File: config.mk
export PLATFORM = sky130hd
export DESIGN_NAME = microprocessor_core
export DESIGN_NICKNAME = d
export VERILOG_FILES = /design/src/rtl/microprocessor_core.sv
export SDC_FILE = /design/constraint.sdc
export NUM_CORES = 2
export LEC_CHECK = 0
export BUFFER_PORTS_ARGS = -buffer_cell sky130_fd_sc_hd__buf_2
export CAP_MARGIN = 20
export CORE_MARGIN = 10
export CORE_UTILIZATION = 40
export DETAILED_ROUTE_END_ITERATION = 8
export HOLD_SLACK_MARGIN = 0.08
export MAX_ROUTING_LAYER = met4
export PLACE_DENSITY = 0.65
export SLEW_MARGIN = 15
export SYNTH_ARGS = -nofsm -noshare
export SYNTH_HDL_FRONTEND = slang
export SYNTH_SLANG_ARGS = --single-unit
File: constraint.sdc
create_clock -name clk -period 12.1 [get_ports clk]
set_input_delay 2.42 -clock clk [delete_from_list [all_inputs] [get_ports clk]]
set_output_delay 2.42 -clock clk [all_outputs]
set_load 0.1 [all_outputs]
File: src/rtl/microprocessor_core.sv
// Single-cycle RV32I subset core: ALU ops, LUI, branches and JAL.
// The instruction word arrives each cycle; one instruction retires per rising edge.

module microprocessor_core_regfile #(
    parameter int unsigned DATA_WIDTH = 32,
    parameter int unsigned REG_COUNT  = 32,
    parameter int unsigned AW         = $clog2(REG_COUNT)
) (
    input  logic                  clk,
    input  logic                  arst_n,
    input  logic [AW-1:0]         ra1_i,
    input  logic [AW-1:0]         ra2_i,
    output logic [DATA_WIDTH-1:0] rd1_o,
    output logic [DATA_WIDTH-1:0] rd2_o,
    input  logic                  we_i,
    input  logic [AW-1:0]         wa_i,
    input  logic [DATA_WIDTH-1:0] wd_i
);

    logic [DATA_WIDTH-1:0] regs_q [REG_COUNT];

    // Write-back; x0 is never written, so its storage stays at the reset value.
    always_ff @(posedge clk or negedge arst_n) begin
        if (!arst_n) begin
            for (int i = 0; i < int'(REG_COUNT); i++) begin
                regs_q[i] <= '0;
            end
        end else if (we_i && (wa_i != '0)) begin
            regs_q[wa_i] <= wd_i;
        end
    end

    assign rd1_o = (ra1_i == '0) ? '0 : regs_q[ra1_i];
    assign rd2_o = (ra2_i == '0) ? '0 : regs_q[ra2_i];

endmodule

module microprocessor_core #(
    parameter int unsigned          DATA_WIDTH = 32,
    parameter int unsigned          REG_COUNT  = 32,
    parameter logic [DATA_WIDTH-1:0] RESET_PC  = DATA_WIDTH'(32'h0000_0000)
) (
    input  logic                  clk,
    input  logic                  arst_n,
    input  logic [DATA_WIDTH-1:0] instruction,
    output logic [DATA_WIDTH-1:0] pc,
    output logic [DATA_WIDTH-1:0] alu_result
);

    localparam int unsigned AW  = $clog2(REG_COUNT);
    localparam int unsigned SHW = $clog2(DATA_WIDTH);

    localparam logic [6:0] OP_R   = 7'b0110011;
    localparam logic [6:0] OP_I   = 7'b0010011;
    localparam logic [6:0] OP_LUI = 7'b0110111;
    localparam logic [6:0] OP_BR  = 7'b1100011;
    localparam logic [6:0] OP_JAL = 7'b1101111;

    localparam logic [6:0] F7_BASE = 7'b0000000;
    localparam logic [6:0] F7_ALT  = 7'b0100000;

    typedef enum logic [3:0] {
        ALU_ADD, ALU_SUB, ALU_SLL, ALU_SLT, ALU_SLTU,
        ALU_XOR, ALU_SRL, ALU_SRA, ALU_OR,  ALU_AND
    } alu_op_e;

    typedef enum logic [1:0] {A_RS1, A_PC, A_ZERO} sel_a_e;
    typedef enum logic [1:0] {B_RS2, B_IMM_I, B_IMM_U, B_FOUR} sel_b_e;

    logic [6:0] opcode;
    logic [2:0] funct3;
    logic [6:0] funct7;
    logic [4:0] rd_idx;
    logic [4:0] rs1_idx;
    logic [4:0] rs2_idx;

    assign opcode  = instruction[6:0];
    assign rd_idx  = instruction[11:7];
    assign funct3  = instruction[14:12];
    assign rs1_idx = instruction[19:15];
    assign rs2_idx = instruction[24:20];
    assign funct7  = instruction[31:25];

    logic [DATA_WIDTH-1:0] pc_q;
    logic [DATA_WIDTH-1:0] pc_d;
    logic [DATA_WIDTH-1:0] rs1_data;
    logic [DATA_WIDTH-1:0] rs2_data;
    logic [DATA_WIDTH-1:0] imm_i;
    logic [DATA_WIDTH-1:0] imm_u;
    logic [DATA_WIDTH-1:0] imm_b;
    logic [DATA_WIDTH-1:0] imm_j;
    logic [DATA_WIDTH-1:0] op_a;
    logic [DATA_WIDTH-1:0] op_b;
    logic [DATA_WIDTH-1:0] alu_c;
    logic [SHW-1:0]        shamt;

    alu_op_e alu_op;
    sel_a_e  sel_a;
    sel_b_e  sel_b;
    logic    reg_we;
    logic    is_branch;
    logic    is_jal;
    logic    br_cond;
    logic    br_taken;

    function automatic alu_op_e f3_to_op(input logic [2:0] f3);
        case (f3)
            3'b000:  return ALU_ADD;
            3'b001:  return ALU_SLL;
            3'b010:  return ALU_SLT;
            3'b011:  return ALU_SLTU;
            3'b100:  return ALU_XOR;
            3'b101:  return ALU_SRL;
            3'b110:  return ALU_OR;
            default: return ALU_AND;
        endcase
    endfunction

    // Immediate generator
    assign imm_i = {{(DATA_WIDTH-12){instruction[31]}}, instruction[31:20]};
    assign imm_u = {{(DATA_WIDTH-32){instruction[31]}}, instruction[31:12], 12'b0};
    assign imm_b = {{(DATA_WIDTH-12){instruction[31]}}, instruction[7],
                    instruction[30:25], instruction[11:8], 1'b0};
    assign imm_j = {{(DATA_WIDTH-20){instruction[31]}}, instruction[19:12],
                    instruction[20], instruction[30:21], 1'b0};

    // Control unit; anything not explicitly decoded falls through as a NOP.
    always_comb begin
        reg_we    = 1'b0;
        alu_op    = ALU_ADD;
        sel_a     = A_RS1;
        sel_b     = B_IMM_I;
        is_branch = 1'b0;
        is_jal    = 1'b0;
        case (opcode)
            OP_R: begin
                sel_b = B_RS2;
                if (funct7 == F7_BASE) begin
                    reg_we = 1'b1;
                    alu_op = f3_to_op(funct3);
                end else if (funct7 == F7_ALT && funct3 == 3'b000) begin
                    reg_we = 1'b1;
                    alu_op = ALU_SUB;
                end else if (funct7 == F7_ALT && funct3 == 3'b101) begin
                    reg_we = 1'b1;
                    alu_op = ALU_SRA;
                end
            end
            OP_I: begin
                reg_we = 1'b1;
                alu_op = f3_to_op(funct3);
                if (funct3 == 3'b001 && funct7 != F7_BASE) begin
                    reg_we = 1'b0;
                end else if (funct3 == 3'b101) begin
                    if (funct7 == F7_ALT) begin
                        alu_op = ALU_SRA;
                    end else if (funct7 != F7_BASE) begin
                        reg_we = 1'b0;
                    end
                end
            end
            OP_LUI: begin
                reg_we = 1'b1;
                sel_a  = A_ZERO;
                sel_b  = B_IMM_U;
            end
            OP_BR: begin
                alu_op    = ALU_SUB;
                sel_b     = B_RS2;
                is_branch = (funct3 != 3'b010) && (funct3 != 3'b011);
            end
            OP_JAL: begin
                reg_we = 1'b1;
                is_jal = 1'b1;
                sel_a  = A_PC;
                sel_b  = B_FOUR;
            end
            default: ;
        endcase
    end

    microprocessor_core_regfile #(
        .DATA_WIDTH (DATA_WIDTH),
        .REG_COUNT  (REG_COUNT),
        .AW         (AW)
    ) u_regfile (
        .clk    (clk),
        .arst_n (arst_n),
        .ra1_i  (AW'(rs1_idx)),
        .ra2_i  (AW'(rs2_idx)),
        .rd1_o  (rs1_data),
        .rd2_o  (rs2_data),
        .we_i   (reg_we),
        .wa_i   (AW'(rd_idx)),
        .wd_i   (alu_c)
    );

    // Operand muxes
    always_comb begin
        op_a = rs1_data;
        op_b = imm_i;
        case (sel_a)
            A_PC:    op_a = pc_q;
            A_ZERO:  op_a = '0;
            default: op_a = rs1_data;
        endcase
        case (sel_b)
            B_RS2:   op_b = rs2_data;
            B_IMM_U: op_b = imm_u;
            B_FOUR:  op_b = DATA_WIDTH'(4);
            default: op_b = imm_i;
        endcase
    end

    assign shamt = op_b[SHW-1:0];

    // ALU
    always_comb begin
        alu_c = '0;
        case (alu_op)
            ALU_ADD:  alu_c = op_a + op_b;
            ALU_SUB:  alu_c = op_a - op_b;
            ALU_SLL:  alu_c = op_a << shamt;
            ALU_SLT:  alu_c = DATA_WIDTH'($signed(op_a) < $signed(op_b));
            ALU_SLTU: alu_c = DATA_WIDTH'(op_a < op_b);
            ALU_XOR:  alu_c = op_a ^ op_b;
            ALU_SRL:  alu_c = op_a >> shamt;
            ALU_SRA:  alu_c = DATA_WIDTH'($signed(op_a) >>> shamt);
            ALU_OR:   alu_c = op_a | op_b;
            ALU_AND:  alu_c = op_a & op_b;
            default:  alu_c = '0;
        endcase
    end

    // Branch condition straight from the register operands
    always_comb begin
        br_cond = 1'b0;
        case (funct3)
            3'b000:  br_cond = (rs1_data == rs2_data);
            3'b001:  br_cond = (rs1_data != rs2_data);
            3'b100:  br_cond = ($signed(rs1_data) <  $signed(rs2_data));
            3'b101:  br_cond = ($signed(rs1_data) >= $signed(rs2_data));
            3'b110:  br_cond = (rs1_data <  rs2_data);
            3'b111:  br_cond = (rs1_data >= rs2_data);
            default: br_cond = 1'b0;
        endcase
    end

    assign br_taken = is_branch && br_cond;

    // Next-PC mux
    always_comb begin
        pc_d = pc_q + DATA_WIDTH'(4);
        if (br_taken) begin
            pc_d = pc_q + imm_b;
        end else if (is_jal) begin
            pc_d = pc_q + imm_j;
        end
    end

    always_ff @(posedge clk or negedge arst_n) begin
        if (!arst_n) begin
            pc_q <= RESET_PC;
        end else begin
            pc_q <= pc_d;
        end
    end

    assign pc         = pc_q;
    assign alu_result = alu_c;

endmodule

---- Yosys cells after proc, flatten, opt, wreduce, memory -nomap -nowiden ----
Cells that the tools add are included.
W data, S select, Z words.
word-level totals
  bits in writable memories ............... 0
  memories kept ........................... 0
  output and inout bits ................... 64
  bits of input ports ..................... 34
  logic and storage cells ................. 141
  bits in read-only memories .............. 0
  latch bits .............................. 0
  flip-flop bits (word level) ............. 1056
operators by class
  mux-type cells .......................... 37
  bitwise operators ....................... 6
  shifts and indexed selects .............. 3
  equal/unequal tests ..................... 30
  $mul .................................... 0
  $add $sub $neg .......................... 5
  div/mod/pow operators ................... 0
  order comparisons ....................... 10
  reduce and logical (&&, ||, !) cells .... 17
operator list
  kind                     number
  $bwmux W1024             1
  $bmux W32 S5             2
  $pmux W32 S10            1
  $mux W32                 9
  $demux W32 S5            1
  $lt A32 B32 Y1           4
  $add A32 B32 Y32         3
  $pmux W32 S3             1
  $ge A32 B32 Y1           2
  $pmux W32 S2             1
  $add A32 B3 Y32 const B  1
  $and A32 B32 Y32         1
  $eq A32 B32 Y1           1
  $ne A32 B32 Y1           1
  $or A32 B32 Y32          1
  $shl A32 B5 Y32          1
  $shr A32 B5 Y32          1
  $sshr A32 B5 Y32         1
  $sub A32 B32 Y32         1
  $xor A32 B32 Y32         1
  $pmux W4 S7              1
  $eq A7 B6 Y1 const B     3
  $ge A6 B6 Y1 const B     3
  $not A5 Y6               3
  other kinds (30)         63

---- Longest topological paths before layout ----
  depth after elaboration ................. 9
  depth in mapped cells ................... 31
  gate-level depth less buffers ........... 22

---- Modules after synthesis ----
A second synthesis with hierarchy kept.
second synthesis, totals
  cells, all modules ...................... 5937
  area total of the unflattened synthesis .. 69545.4 µm²
by module, submodules not included
  module                       area each (µm²)  cells each  times used  sequential area each (µm²)
  microprocessor_core_regfile  54461.0          3623        1           25624.6
  microprocessor_core          15084.5          2314        1           775.7

---- Least setup slack after synthesis ----
No wires, ideal clock.
  path type ............................... input-to-output
  start ................................... in instruction[20]
  end ..................................... out alu_result[24]
  stages .................................. 27
  data arrival time ....................... 9.365 ns
  slack ................................... 0.315 ns
  data required time ...................... 9.680 ns
  path buffers ............................ 11
  cells stage by stage .................... buf_6 > buf_12 > buf_12 > buf_4 > buf_2 > clkbuf_1 > buf_1 > buf_1 > buf_2 > mux4_2 > o22ai_1 > nor3_1 > o21ai_0 > nor2_1 > a21o_1 > ha_1 > clkbuf_1 > a21oi_1 > o21ai_0 > a31oi_1 > o21ai_0 > a211oi_1 > o21ai_0 > a211oi_1 > mux2_2 > o211ai_1 > clkbuf_1
on the way
  word-level cells in the longest chain between the ends .. 8
  elaborated cells between the ends (all ways) .. 16
  those cells by class .................... add/sub (2); shift (3); mux (6); bitwise (4); reduce/logical (1)
ends and longest elaborated chain
  item                                         RTL line  RTL
  start, declared                              45        input logic [DATA_WIDTH-1:0] instruction,
  $not A5 Y6 (implied by the code)             34        assign rd2_o = (ra2_i == '0) ? '0 : regs_q[ra2_i];
  $bmux W32 S5                                 34
  $mux W32 (implied by the code) (2 in a row)  34
  $mux W32                                     34
  $pmux W32 S3 *                               207       case (sel_b)
  $sub A32 B32 Y32 (tied with other cells)     222       ALU_SUB: alu_c = op_a - op_b;
  $pmux W32 S10 *                              220       case (alu_op)
  end, declared                                47        output logic [DATA_WIDTH-1:0] alu_result
Every way passes the cells marked *; elsewhere a longest branch is shown, timed or not. The select of a mux whose other input is x is not followed.

---- Worst setup path after layout ----
  start ................................... in instruction[20]
  end ..................................... out alu_result[0]
on the way
  word-level cells in the longest chain between the ends .. 8
  elaborated cells between the ends (all ways) .. 18
  those cells by class .................... add/sub (2); order compare (2); shift (3); mux (6); bitwise (4); reduce/logical (1)
ends and longest elaborated chain
  item                                         RTL line
  $not A5 Y6 (implied by the code)             34
  $bmux W32 S5                                 34
  $mux W32 (implied by the code) (2 in a row)  34
  $mux W32                                     34
  $pmux W32 S3 *                               207
  $sub A32 B32 Y32 (tied with other cells)     222
  $pmux W32 S10 *                              220
Marked as above.

==> parameters.txt <==
Parameter                              Value

Route
  Detailed Route WL ... 305.0 mm
  Remaining antenna violation count ... 0
  Detail-routed via count per cell ... 6.634
  Remaining design rule violation count ... 3
  Count of routing violations after the opening detailed-route iteration ... 9,235
  Met1 Wirelength ... 118.3 mm
  Sum of met2 wire segment lengths after detailed routing ... 130.3 mm
  Drt first pass iters ... 9
  Via total after detailed routing ... 62,860
  Drt wl/cell ... 32.19 um
  DR WL met3 ... 36.13 mm
  Highest metal layer with signal wires ... met4

Timing
  Max-slew headroom at the worst pin ... 0.1220
  Final number of hold-violating endpoints ... 0
  Highest attainable clock frequency ... 83.87 MHz
  Unrepaired setup endpoints after global routing ... no
  Final-report setup violation count ... 0
  Share of the clock period used by the worst path after layout ... 0.9854
  Least-Margin Pin Slew ... 1.303 ns
  Minimum period implied by the final worst setup slack ... 11.92 ns
  Worst clock skew ... 0.05163 ns
  Aggregate negative setup slack ... 0 ns
  Max-slew violations ... 0

Clock network
  H-tree depth reported by CTS ... 3
  Clock buffers created by TritonCTS ... 113
  Clock root buffer ... sky130_fd_sc_hd__clkbuf_16
  Clock tree from TritonCTS ... built
  Setup bufs post-CTS ... 0
  Total clock sinks ... 1,055
  Worst-case clock buffer depth ... 3
  Clock transition at the register clock pins on the worst setup and hold paths after CTS ... 0.06 ns
  Cells resized by post-CTS repair ... 0
  Count of hold buffers inserted by post-cts repair ... 0
  Clock latency reported for the late side of the worst-skew pair ... 0.77 ns

Logic synthesis
  Sequential area share after synthesis ... 0.3740
  Area of the mapped netlist ... 70,590 um^2
  Predominant post-synthesis flop cell ... sky130_fd_sc_hd__dfrtp_1
  Total nets after synthesis ... 7,351
  Number of synthesized register bits ... 1,055
  Ys async rst share ... 1.000
  Synth cell types ... 106
  Post-synth EDFFs ... 0
  Number of warnings issued by yosys ... 0
  Mean instance size in the synthesized netlist ... 9.900 um^2
  Cell count after synthesis ... 7,130

GRT
  Number of global-route vias before repair ... 59,770
  Tot GR Track Use ... 0.3122
  Maximum number of pins on one net before global-route repair ... 181
  Total congestion overflow ... 0
  Global-route wire length before repair ... 434.7 mm
  Antenna violations before repair ... 15

Die
  Initial standard-cell utilization of the core ... 0.4017
  Num rows ... 154
  Die width ... 440.1 um
  Die outline area ... 193,700 um^2
  Core area ... 175,700 um^2
  Number of placed I/O pins ... 98
  Vertical extent of the die ... 440.1 um

Final layout
  Fraction of final layout cells sized beyond drive strength 1 ... 0.2145
  Post-route standard cell area excluding fillers ... 78,690 um^2
  Area taken by flip-flops and latches ... 26,400 um^2
  Area delta synth->final ... 11.47%
  Fill cells ... 16,550
  Area taken by multi-input logic gates ... 40,900 um^2
  Layout net count ... 7,242
  Most common library cell in the layout ignoring fill and taps ... sky130_fd_sc_hd__dfrtp_1
  Top library cells by usage in the layout, fill and taps aside ... 1,055 x sky130_fd_sc_hd__dfrtp_1, 686 x sky130_fd_sc_hd__nand2_1, 613 x sky130_fd_sc_hd__o21ai_0

Worst setup path
  Largest fanout of any net on the critical path ... 47
  Kind of capture point of the worst setup path ... output pin
  Element type at the critical path start ... primary input
  Arrival time of the worst setup path ... 9.50 ns
  Required time of the critical path ... 9.68 ns
  Critical path class ... in2out

Placed design
  Placed standard-cell area ... 74,630 um^2
  Weighted congestion reported at the end of routability-driven placement ... 1.086
  DPL Wire Length ... 212.6 mm
  Count of input and output buffers ... 96

Outcome
  Outcome ... complete, but fails checks
  Violations in the final reports ... design-rule violations

Flow run
  Max Cap Viol ... 0

Pwr
  Leakage power ... 0.03497 uW
  Power per standard cell area ... 139.6 nW/um^2
  Max IR drop VDD ... 142.3 uV

Min path
  Kind of path behind the tightest hold check ... reg2reg
-- worst max-delay path: stages --
cell and delay, ns:
sky130_fd_sc_hd__buf_8 0.42, sky130_fd_sc_hd__buf_4 0.43, sky130_fd_sc_hd__mux2i_1 0.12, sky130_fd_sc_hd__o221ai_1 0.24, sky130_fd_sc_hd__o22ai_1 0.14, sky130_fd_sc_hd__nor3b_1 0.78
sky130_fd_sc_hd__buf_4 0.24, sky130_fd_sc_hd__o21ai_0 0.28, sky130_fd_sc_hd__nor2_1 0.23, sky130_fd_sc_hd__a21o_1 0.13, sky130_fd_sc_hd__inv_1 0.06, sky130_fd_sc_hd__ha_1 0.22
sky130_fd_sc_hd__or4_1 0.54, sky130_fd_sc_hd__o211ai_1 0.41, sky130_fd_sc_hd__o31ai_1 0.18, sky130_fd_sc_hd__a221oi_1 0.74, sky130_fd_sc_hd__buf_4 0.27, sky130_fd_sc_hd__o21a_1 0.23
sky130_fd_sc_hd__a211oi_1 0.12, sky130_fd_sc_hd__nor2_1 0.20, sky130_fd_sc_hd__o21ai_0 0.12, sky130_fd_sc_hd__and3_1 0.43, sky130_fd_sc_hd__inv_1 0.19, sky130_fd_sc_hd__buf_12 0.18
-- flip-flops by register name, indices dropped and copies added, names as in the netlist --
register and cells:
pc 31, u_regfile.regs_q 1024
-- layer usage --
| metal | GRT usage | vias to the layer above |
|---|---|---|
| li1 | - | 26300 |
| met3 | 0.08927 | 917 |
| met5 | - | - |
| met1 | 0.3931 | 31600 |
| met4 | 0.1780 | 0 |
| met2 | 0.4473 | 4049 |
-- cells by family after synthesis --
logic type | count (synthesis) | share of synthesized area
AOI/OAI and AO/OA | 2064 | 0.1839
xor gates and xnor gates | 73 | 0.009058
adders and majority gates | 187 | 0.03357
buffers and inverters | 821 | 0.05204
DFF | 1055 | 0.3740
muxes | 1347 | 0.2471
other | 1 | 0.00005313
and+or+nand+nor | 1582 | 0.1003
-- synth_stat cells, types with 38 or more instances --
library cell,n,area share
sky130_fd_sc_hd__xnor2_1,52,0.0065
sky130_fd_sc_hd__inv_1,127,0.0068
sky130_fd_sc_hd__o21ai_0,614,0.044
sky130_fd_sc_hd__o221ai_1,74,0.0092
sky130_fd_sc_hd__mux4_2,253,0.081
sky130_fd_sc_hd__mux2i_1,607,0.086
sky130_fd_sc_hd__a22o_1,41,0.0051
sky130_fd_sc_hd__a22oi_1,191,0.020
sky130_fd_sc_hd__nor3_1,101,0.0072
sky130_fd_sc_hd__nand3_1,88,0.0062
sky130_fd_sc_hd__a21o_1,75,0.0080
sky130_fd_sc_hd__buf_2,111,0.0079
sky130_fd_sc_hd__nor2_1,402,0.021
sky130_fd_sc_hd__ha_1,183,0.032
sky130_fd_sc_hd__nand2_1,689,0.037
sky130_fd_sc_hd__a21oi_1,457,0.032
sky130_fd_sc_hd__a31oi_1,160,0.014
sky130_fd_sc_hd__buf_1,53,0.0028
sky130_fd_sc_hd__clkbuf_1,448,0.024
sky130_fd_sc_hd__dfrtp_1,1055,0.37
sky130_fd_sc_hd__or2_2,38,0.0034
sky130_fd_sc_hd__o211ai_1,41,0.0044
sky130_fd_sc_hd__mux2_2,452,0.072
sky130_fd_sc_hd__o22ai_1,69,0.0061
sky130_fd_sc_hd__a211oi_1,81,0.0086
-- power by group --
part	leakage, uW	total (uW)	switching (uW)	internal, uW
clock	0.00192	3700	1560	2130
combinational	0.0184	3370	2380	991
sequential	0.0146	3910	245	3670
-- stage by stage --
step	hold slack, ns	total power, uW	setup slack [ns]	instances	utilization
after global placement	0.3823	7225	0.3137	9242	0.4246
after global routing	0.4107	11330	0.09907	9465	0.4476
after CTS	0.3985	10920	0.4026	9451	0.4471
after detailed placement	0.3852	7247	0.4231	9244	0.4247
after floorplan	0.4413	6007	0.3155	7130	-
final	0.3995	10980	0.1769	9475	0.4478
-- final cells by class --
cell class	instances	area share
antenna	22	0.0006997
clock buffer	152	0.04099
clock inverter	55	0.009191
inverter	138	0.006615
multi-input combinational	5254	0.5197
sequential	1055	0.3355
tap	2340	0.03721
timing repair buffer	459	0.05004
-- final timing paths --
| kind | startpoint | end | slack (ns) | cells after the start |
|---|---|---|---|---|
| max | instruction[20] | alu_result[0] | 0.18 | 24 |
| min | u_regfile.regs_q[1019]$_DFFE_PN0P_ | u_regfile.regs_q[1019]$_DFFE_PN0P_ | 0.40 | 0 |
| max reg2reg | u_regfile.regs_q[487]$_DFFE_PN0P_ | u_regfile.regs_q[766]$_DFFE_PN0P_ | 5.19 | 22 |
| min reg2reg | u_regfile.regs_q[1019]$_DFFE_PN0P_ | u_regfile.regs_q[1019]$_DFFE_PN0P_ | 0.40 | 0 |
| max in group asynchronous | arst_n | u_regfile.regs_q[362]$_DFFE_PN0P_ | 7.97 | 3 |
| min in group asynchronous | arst_n | u_regfile.regs_q[92]$_DFFE_PN0P_ | 1.70 | 1 |
(Power assumes the default switching activity.)
